==> src/rtl/ped_request_conditioner.sv <==
`timescale 1ns/1ps
// Pedestrian button conditioner: 2-FF sync, debounce, one latched request per direction held until served.
// Press to req_pending takes DEBOUNCE+2 edges; there is no backpressure, and release is driven only by serve.
module ped_request_conditioner #(
    parameter int DEBOUNCE = 4,
    parameter int LOCKOUT  = 10,
    parameter int MAX_WAIT = 50,
    parameter int CNT_W    = 8
) (
    input  logic             clk,
    input  logic             reset_n,
    input  logic [1:0]       btn_n,
    input  logic [1:0]       serve,
    input  logic             clear_flags,
    output logic             crosswalk_0,
    output logic             crosswalk_1,
    output logic [1:0]       req_pending,
    output logic [1:0]       wait_overrun,
    output logic [CNT_W-1:0] press_cnt_0,
    output logic [CNT_W-1:0] press_cnt_1
);

    localparam int DB_W = (DEBOUNCE > 1) ? $clog2(DEBOUNCE) : 1;
    localparam int LK_W = (LOCKOUT > 1) ? $clog2(LOCKOUT) : 1;
    localparam int WT_W = $clog2(MAX_WAIT + 1);

    typedef enum logic [1:0] {
        ST_IDLE,
        ST_PENDING,
        ST_SERVING,
        ST_LOCKOUT
    } state_t;

    logic [CNT_W-1:0] pc [2];

    for (genvar ch = 0; ch < 2; ch++) begin : g_ch
        logic            sync1;
        logic            sync2;
        logic            deb;
        logic            deb_q;
        logic [DB_W-1:0] db_cnt;
        logic [WT_W-1:0] wait_cnt;
        logic [LK_W-1:0] lk_cnt;
        logic [CNT_W-1:0] cnt;
        logic            ovr;
        logic            press;
        logic            ovr_set;
        state_t          state;
        state_t          state_nxt;

        always_ff @(posedge clk) begin
            if (reset_n) begin
                sync1  <= 1'b1;
                sync2  <= 1'b1;
                deb    <= 1'b1;
                deb_q  <= 1'b1;
                db_cnt <= '0;
            end else begin
                sync1 <= btn_n[ch];
                sync2 <= sync1;
                deb_q <= deb;
                if (sync2 == deb) begin
                    db_cnt <= '0;
                end else if (db_cnt == DB_W'(DEBOUNCE - 1)) begin
                    deb    <= sync2;
                    db_cnt <= '0;
                end else begin
                    db_cnt <= db_cnt + 1'b1;
                end
            end
        end

        // Only the 1->0 edge of the debounced level is a press; release is silent.
        assign press   = deb_q & ~deb;
        assign ovr_set = (state == ST_PENDING) && (wait_cnt == WT_W'(MAX_WAIT - 1));

        always_comb begin
            state_nxt = state;
            case (state)
                ST_IDLE:    if (press)      state_nxt = ST_PENDING;
                ST_PENDING: if (serve[ch])  state_nxt = ST_SERVING;
                ST_SERVING: if (!serve[ch]) state_nxt = ST_LOCKOUT;
                ST_LOCKOUT: if (lk_cnt == '0) state_nxt = ST_IDLE;
                default:                    state_nxt = ST_IDLE;
            endcase
        end

        always_ff @(posedge clk) begin
            if (reset_n) begin
                state    <= ST_IDLE;
                wait_cnt <= '0;
                lk_cnt   <= '0;
                cnt      <= '0;
                ovr      <= 1'b0;
            end else begin
                state <= state_nxt;
                if (state == ST_IDLE && press) begin
                    wait_cnt <= '0;
                end else if (state == ST_PENDING && wait_cnt != WT_W'(MAX_WAIT)) begin
                    wait_cnt <= wait_cnt + 1'b1;
                end
                // Loaded with LOCKOUT-1 so the channel spends exactly LOCKOUT cycles there.
                if (state == ST_SERVING && !serve[ch]) begin
                    lk_cnt <= LK_W'(LOCKOUT - 1);
                end else if (state == ST_LOCKOUT && lk_cnt != '0) begin
                    lk_cnt <= lk_cnt - 1'b1;
                end
                ovr <= (ovr & ~clear_flags) | ovr_set;
                if (press && cnt != '1) begin
                    cnt <= cnt + 1'b1;
                end
            end
        end

        assign req_pending[ch]  = (state == ST_PENDING);
        assign wait_overrun[ch] = ovr;
        assign pc[ch]           = cnt;
    end

    assign crosswalk_0 = ~req_pending[0];
    assign crosswalk_1 = ~req_pending[1];
    assign press_cnt_0 = pc[0];
    assign press_cnt_1 = pc[1];

endmodule
==> config.mk <==
export PLATFORM = sky130hd
export DESIGN_NAME = ped_request_conditioner
export DESIGN_NICKNAME = d
export VERILOG_FILES = /design/src/rtl/ped_request_conditioner.sv
export SDC_FILE = /design/constraint.sdc
export NUM_CORES = 1
export LEC_CHECK = 0
export CAP_MARGIN = 5
export CORE_MARGIN = 8
export CORE_UTILIZATION = 55
export CTS_CLUSTER_SIZE = 14
export DETAILED_ROUTE_END_ITERATION = 6
export GPL_ROUTABILITY_DRIVEN = 0
export GPL_TIMING_DRIVEN = 0
export PLACE_DENSITY = 0.78
export SYNTH_ARGS = -nofsm -noshare
export SYNTH_HDL_FRONTEND = slang
export SYNTH_SLANG_ARGS = --single-unit
export TNS_END_PERCENT = 5
==> constraint.sdc <==
create_clock -name clk -period 1.79 [get_ports clk]
set_clock_uncertainty 0.05 [all_clocks]
set_input_delay 0.358 -clock clk [delete_from_list [all_inputs] [get_ports clk]]
set_output_delay 0.358 -clock clk [all_outputs]
set_load 0.05 [all_outputs]
# Word-level counts from Yosys, hierarchy flattened

Cells that the tools add are included.

Flip-flop bits (word level): 54
Latch bits: 0
Memory bits (writable): 0
Bits in read-only memories: 0
Input bits: 7
Output and inout port bits: 22
Word-level logic and storage cells: 113
Memories kept: 0

$add $sub $neg: 8
$mul: 0
Divide/modulo/power cells: 0
Magnitude comparators: 0
Eq/ne operators: 24
Shift operators: 0
Mux-type cells: 14
Bitwise gates (word level): 13
Reductions and logical operators: 32

Operators by type and width:

| kind                                                               | number |
|---|---|
| 8-bit by 1-bit adder with 8-bit output, second input constant      | 2 |
| 2-bit two-way mux                                                  | 8 |
| 4-bit two-way mux                                                  | 4 |
| 2-bit != test, second input constant                               | 8 |
| 8-bit != test, second input constant                               | 2 |
| 2-bit one-hot mux with 4 select lines                              | 2 |
| 6-bit by 1-bit adder with 6-bit output, second input constant      | 2 |
| 2-bit == test, second input constant                               | 6 |
| 6-bit == test, second input constant                               | 2 |
| 1-bit logical AND                                                  | 12 |
| 6-bit != test, second input constant                               | 2 |
| 4-bit zero test                                                    | 2 |
| 4-bit AND reduction                                                | 2 |
| 4-bit nonzero test                                                 | 2 |
| 2-bit OR reduction                                                 | 4 |
| 4-bit by 1-bit subtractor with 4-bit output, second input constant | 2 |
| 1-bit NOT                                                          | 7 |
| 3-bit OR reduction                                                 | 2 |
| 2-bit by 1-bit adder with 2-bit output, second input constant      | 2 |
| 1-bit bitwise AND                                                  | 4 |
| 2-bit by 1-bit == test with 1-bit output, second input constant    | 2 |
| 2-bit zero test                                                    | 2 |
| 2-bit AND reduction                                                | 2 |
| 2-bit nonzero test                                                 | 2 |
| other kinds (3)                                                    | 6 |

# Logic depth before layout (Yosys ltp)

Depth after elaboration: 4
Depth in mapped cells: 6
Gate-level depth less buffers: 6

# Worst setup path after synthesis

Ideal clock, no wire load.

Kind: reg2reg
Start: reg g_ch[0].state[1]
End: reg g_ch[0].wait_cnt[1]
Library setup time: 86 ps
Arrival: 2018 ps
Data required time: 1654 ps
Path slack: -364 ps
Cell stages (with the launch flop): 7
Path buffers: 0
Clock period less this slack: 2154 ps
Cells stage by stage: dfxtp_1 inv_1 ha_1 inv_1 a41oi_1 nor2_1 a211oi_1

Elaborated cells between the ends (all ways): 5
Classes of those cells: eq/ne: 1; reduce/logical: 4

RTL lines:

| what                                     | line | source |
|---|---|---|
| from (decl)                              | 48   | `state_t state;` |
| from (signal assigned)                   | 96   | `state <= state_nxt;` |
| 2-bit by 1-bit == test with 1-bit output | --   |  |
| net req_pending[0]                       | 17   | `output logic [1:0] req_pending,` |
| 1-bit logical AND                        | 99   | `end else if (state == ST_PENDING && wait_cnt != WT_W'(MAX_WAIT)) begin` |
| to (signal assigned)                     | 100  | `wait_cnt <= wait_cnt + 1'b1;` |
| to (decl)                                | 42   | `logic [WT_W-1:0] wait_cnt;` |

The timed path passes the listed nets, and every way through them passes these cells.
A chain may end at the register's enable or synchronous reset.

# Final worst setup path

Start: reg g_ch[0].lk_cnt[0]
End: reg g_ch[0].state[0]

Longest elaborated chain between the ends: 3

Ends and longest elaborated chain:

| what                          | line | source |
|---|---|---|
| from (decl)                   | 43   | `logic [LK_W-1:0] lk_cnt;` |
| from (signal assigned)        | 104  | `lk_cnt <= LK_W'(LOCKOUT - 1);` |
| from (signal assigned)        | 106  | `lk_cnt <= lk_cnt - 1'b1;` |
| 4-bit zero test               | 83   | `ST_LOCKOUT: if (lk_cnt == '0) state_nxt = ST_IDLE;` |
| 2-bit != test (no line)       | --   |  |
| 4-bit AND reduction (no line) | --   |  |

No other way between the ends.

==> run_results.csv <==
group,metric,value,unit
cells_and_area,seqCellArea,0.001089,mm2
placed_design,portBuffers,28,
die,die_x,85.15,um
die,num_io_pins,29,
synthesis,synth_fa_ha_area_frac,0.1047,
worst_setup_path,path_class,"reg -> reg",
synthesis,synthMuxAreaShare,0.03901,
worst_setup_path,r2r-end,"g_ch[0].state[0]$_SDFFE_PP0P_",
synthesis,synth_enable_flop_cells,0,
placed_design,place_hpwl,3634,um
global_route,antenna_found_initial,0,
die,core-area,0.004661,mm2
synthesis,synth-seq-area-share,0.4110,
clocking,cts-root-buf,"clkbuf_8",
synthesis,synthArstFlopShare,0,
worst_setup_path,required,1960,ps
cells_and_area,area_growth,17.17,%
synthesis,yosysTopAreaCellShare,0.4110,
hold_path,hold_depth,1,
run_status,status,"complete, no violations",
clocking,htree_levels,2,
clocking,ctsLongestPathBuffers,2,
die,dieHeight,85.15,um
drt,drt-total-wl,4907,um
die,start_util,0.5643,
sta,finalHoldViolations,0,
sta,setup_viol,0,
sta,period_minus_slack,1749,ps
synthesis,avgSynthCellArea,9.393,um2
drt,wl_per_cell,13.16,um
clocking,cts_buffers,5,
global_route,grt_usage,0.1392,
synthesis,ys.flop_type,"dfxtp_1",
cells_and_area,nets,347,
global_route,grt_pass1_wl,8300,um
synthesis,synth_top_family_by_area,"simple AND/OR/NAND/NOR gates",
sta,drv_slew,0,
synthesis,synth_compound_area_frac,0.1199,
synthesis,synthXorXnorAreaFrac,0.05994,
synthesis,ys_types,44,
power_and_ir_drop,leakagePower,1.267,nW
sta,slew_headroom,0.6630,
clocking,clk_transition_reported_paths,90,ps
synthesis,synth_warnings,0,
drt,viasPerCell,5.354,
synthesis,synthCells,280,
synthesis,synthSimpleGateAreaFrac,0.2284,
synthesis,yosysTopAreaCell,"dfxtp_1",
clocking,holdBufCountCts,0,
global_route,grtUsageMet2,0.2422,
synthesis,syn-cell-area,0.002630,mm2
cells_and_area,layout-drive-gt1-share,0.1693,
cells_and_area,n_antenna_cell,0,
power_and_ir_drop,power,2.438,mW
drt,dr.first_iter.drc_count,57,
worst_setup_path,cp.arrival,1920,ps
synthesis,yosys-top-cells-area,"dfxtp_1, ha_1, nor2_1",
hold_path,min-delay-start,"g_ch[1].db_cnt[0]$_SDFF_PP0_",
clocking,clk-insertion-delay-late,300,ps
worst_setup_path,reg2reg_from,"g_ch[0].lk_cnt[0]$_SDFFE_PP0P_",
cells_and_area,multi_input_area,0.001469,mm2
drt,num_vias,1997,
drt,antenna_left,0,
worst_setup_path,critPathMaxFanout,3,
sta,fmax,571.9,MHz
global_route,grtUsageMet1,0.1602,
sta,setup_tns,0,ps
power_and_ir_drop,power.density,791.1,mW/mm2
global_route,grt_use_met3,0.03571,
clocking,cts_tree,"done",
clocking,cts.sinks,54,
synthesis,ys_ff_latch,54,
hold_path,min_path_type,"reg -> reg",
global_route,grt_pass1_vias,1886,
power_and_ir_drop,vdd_drop_max,0.0006399,V
synthesis,synth_fp_nets,309,
cells_and_area,fill_cells,388,
global_route,grt_max_degree,16,
hold_path,min_to,"g_ch[1].db_cnt[0]$_SDFF_PP0_",
worst_setup_path,worst_setup_path_end_kind,"flip-flop",
drt,drc_errors,0,
worst_setup_path,ff2ff_setup_slack,40,ps
global_route,grt-ovfl-total,0,
flow_run,cap_viol_max_count,0,
sta,tightest_slew,507.4,ps
global_route,gr-max-usage-layer,"met2",
die,rows,25,
sta,period_share,0.9768,
worst_setup_path,worst_setup_path_start_kind,"flip-flop",
die,die_area,0.007251,mm2
worst_setup_path,reg2reg_depth,7,
drt,dr.pass1.iters,4,
power breakdown:
part           internal (mW)  switching (mW)  leakage, nW
Sequential              1.25          0.0507        0.440
Clock                  0.313           0.369       0.0482
Combinational          0.185           0.273        0.779
Total                   1.74           0.693         1.27
cell usage after synthesis, drive strengths merged, types with 3 or more instances:
master	instances
a211oi	8
and3	3
ha	22
xor2	12
nor2	38
clkbuf	4
nand2b	6
xnor2	6
a21oi	14
and2	4
nor2b	5
inv	18
dfxtp	54
nor3	6
or2	8
or3	5
nand3	9
nand4	9
nand2	11
mux2i	8
o21ai	5
cells in the final DEF (no fill, tap or decap), drive strengths merged, types with 8 or more instances in the layout:
cell type,count
dfxtp,54
nor2,38
ha,22
inv,18
a21oi,14
dlygate4sd2,14
xor2,12
nand2,11
buf,11
clkbuf,11
nand3,9
nand4,9
or2,8
mux2i,8
a211oi,8
kinds of logic after synthesis:
family	Yosys count
flip-flops	54
adder cells (fa/ha/maj)	22
AO/OA/AOI/OAI	41
XOR/XNOR	18
multiplexers	10
buffers and inverters	24
AND/OR/NAND/NOR	111
per-layer routing:
metal	routed length (um)	part of all wire
met1	2266	0.46
met2	2443	0.50
met3	148	0.030
met4	49	0.010
met5	0	0
metrics by stage:
step                cell area (um2)  setup slack [ps]  instances    util  hold WS, ps
finish                         3082             41.45        373  0.6612        375.6
global route                   3082            -7.180        373  0.6612        397.2
CTS                            3034            -16.21        370  0.6510        377.3
detailed placement             2983            -217.9        362  0.6400        351.8
global placement               2983            -191.4        362  0.6400        346.8
floorplan                      2635            -83.36        280       -        339.5
state kept, by name (all words and copies together) (netlist names):
name,flops
press_cnt_1,8
press_cnt_0,8
g_ch.deb_q,2
g_ch.state,4
g_ch.wait_cnt,12
g_ch.ovr,2
g_ch.lk_cnt,8
g_ch.sync2,2
g_ch.sync1,2
g_ch.db_cnt,4
g_ch.deb,2
how the worst max path moves through the flow:
| stage | cells past startpoint | end | slack [ps] | startpoint |
|---|---|---|---|---|
| 5_1_grt | 7 | g_ch[0].state[0]$_SDFFE_PP0P_ | -7 | g_ch[0].lk_cnt[0]$_SDFFE_PP0P_ |
| 4_1_cts | 6 | g_ch[0].state[1]$_SDFFE_PP0P_ | -20 | g_ch[0].lk_cnt[0]$_SDFFE_PP0P_ |
| 6_report | 7 | g_ch[0].state[0]$_SDFFE_PP0P_ | 40 | g_ch[0].lk_cnt[0]$_SDFFE_PP0P_ |
| 3_3_place_gp | 4 | g_ch[0].state[1]$_SDFFE_PP0P_ | -190 | reset_n |
| 3_5_place_dp | 4 | crosswalk_1 | -220 | g_ch[1].state[1]$_SDFFE_PP0P_ |
| 2_1_floorplan | 6 | g_ch[0].wait_cnt[1]$_SDFFE_PP0P_ | -80 | g_ch[0].state[1]$_SDFFE_PP0P_ |
critical path, cell delays in order (launching register included):
cell and delay (ps):
dfxtp_2 350, inv_2 70, ha_4 120, or3b_4 390, a221oi_4 300, buf_4 170
nor2_1 40, a211oi_2 170
final cells by class:
| type | instances | share of cell area |
|---|---|---|
| Multi-Input combinational cell | 202 | 0.4767 |
| Sequential cell | 54 | 0.3532 |
| Timing Repair Buffer | 31 | 0.08607 |
| Clock buffer | 7 | 0.02801 |
| Inverter | 18 | 0.02192 |
| Tap cell | 54 | 0.02192 |
| Buffer | 6 | 0.01056 |
| Clock inverter | 1 | 0.001624 |
repair_timing:
item | CTS | global route
resized for setup | 40 | 16
setup endpoints to repair | 23 | 15
buffers inserted | 0 | 3
pin swaps | 0 | 2
(Power assumes the default switching activity.)
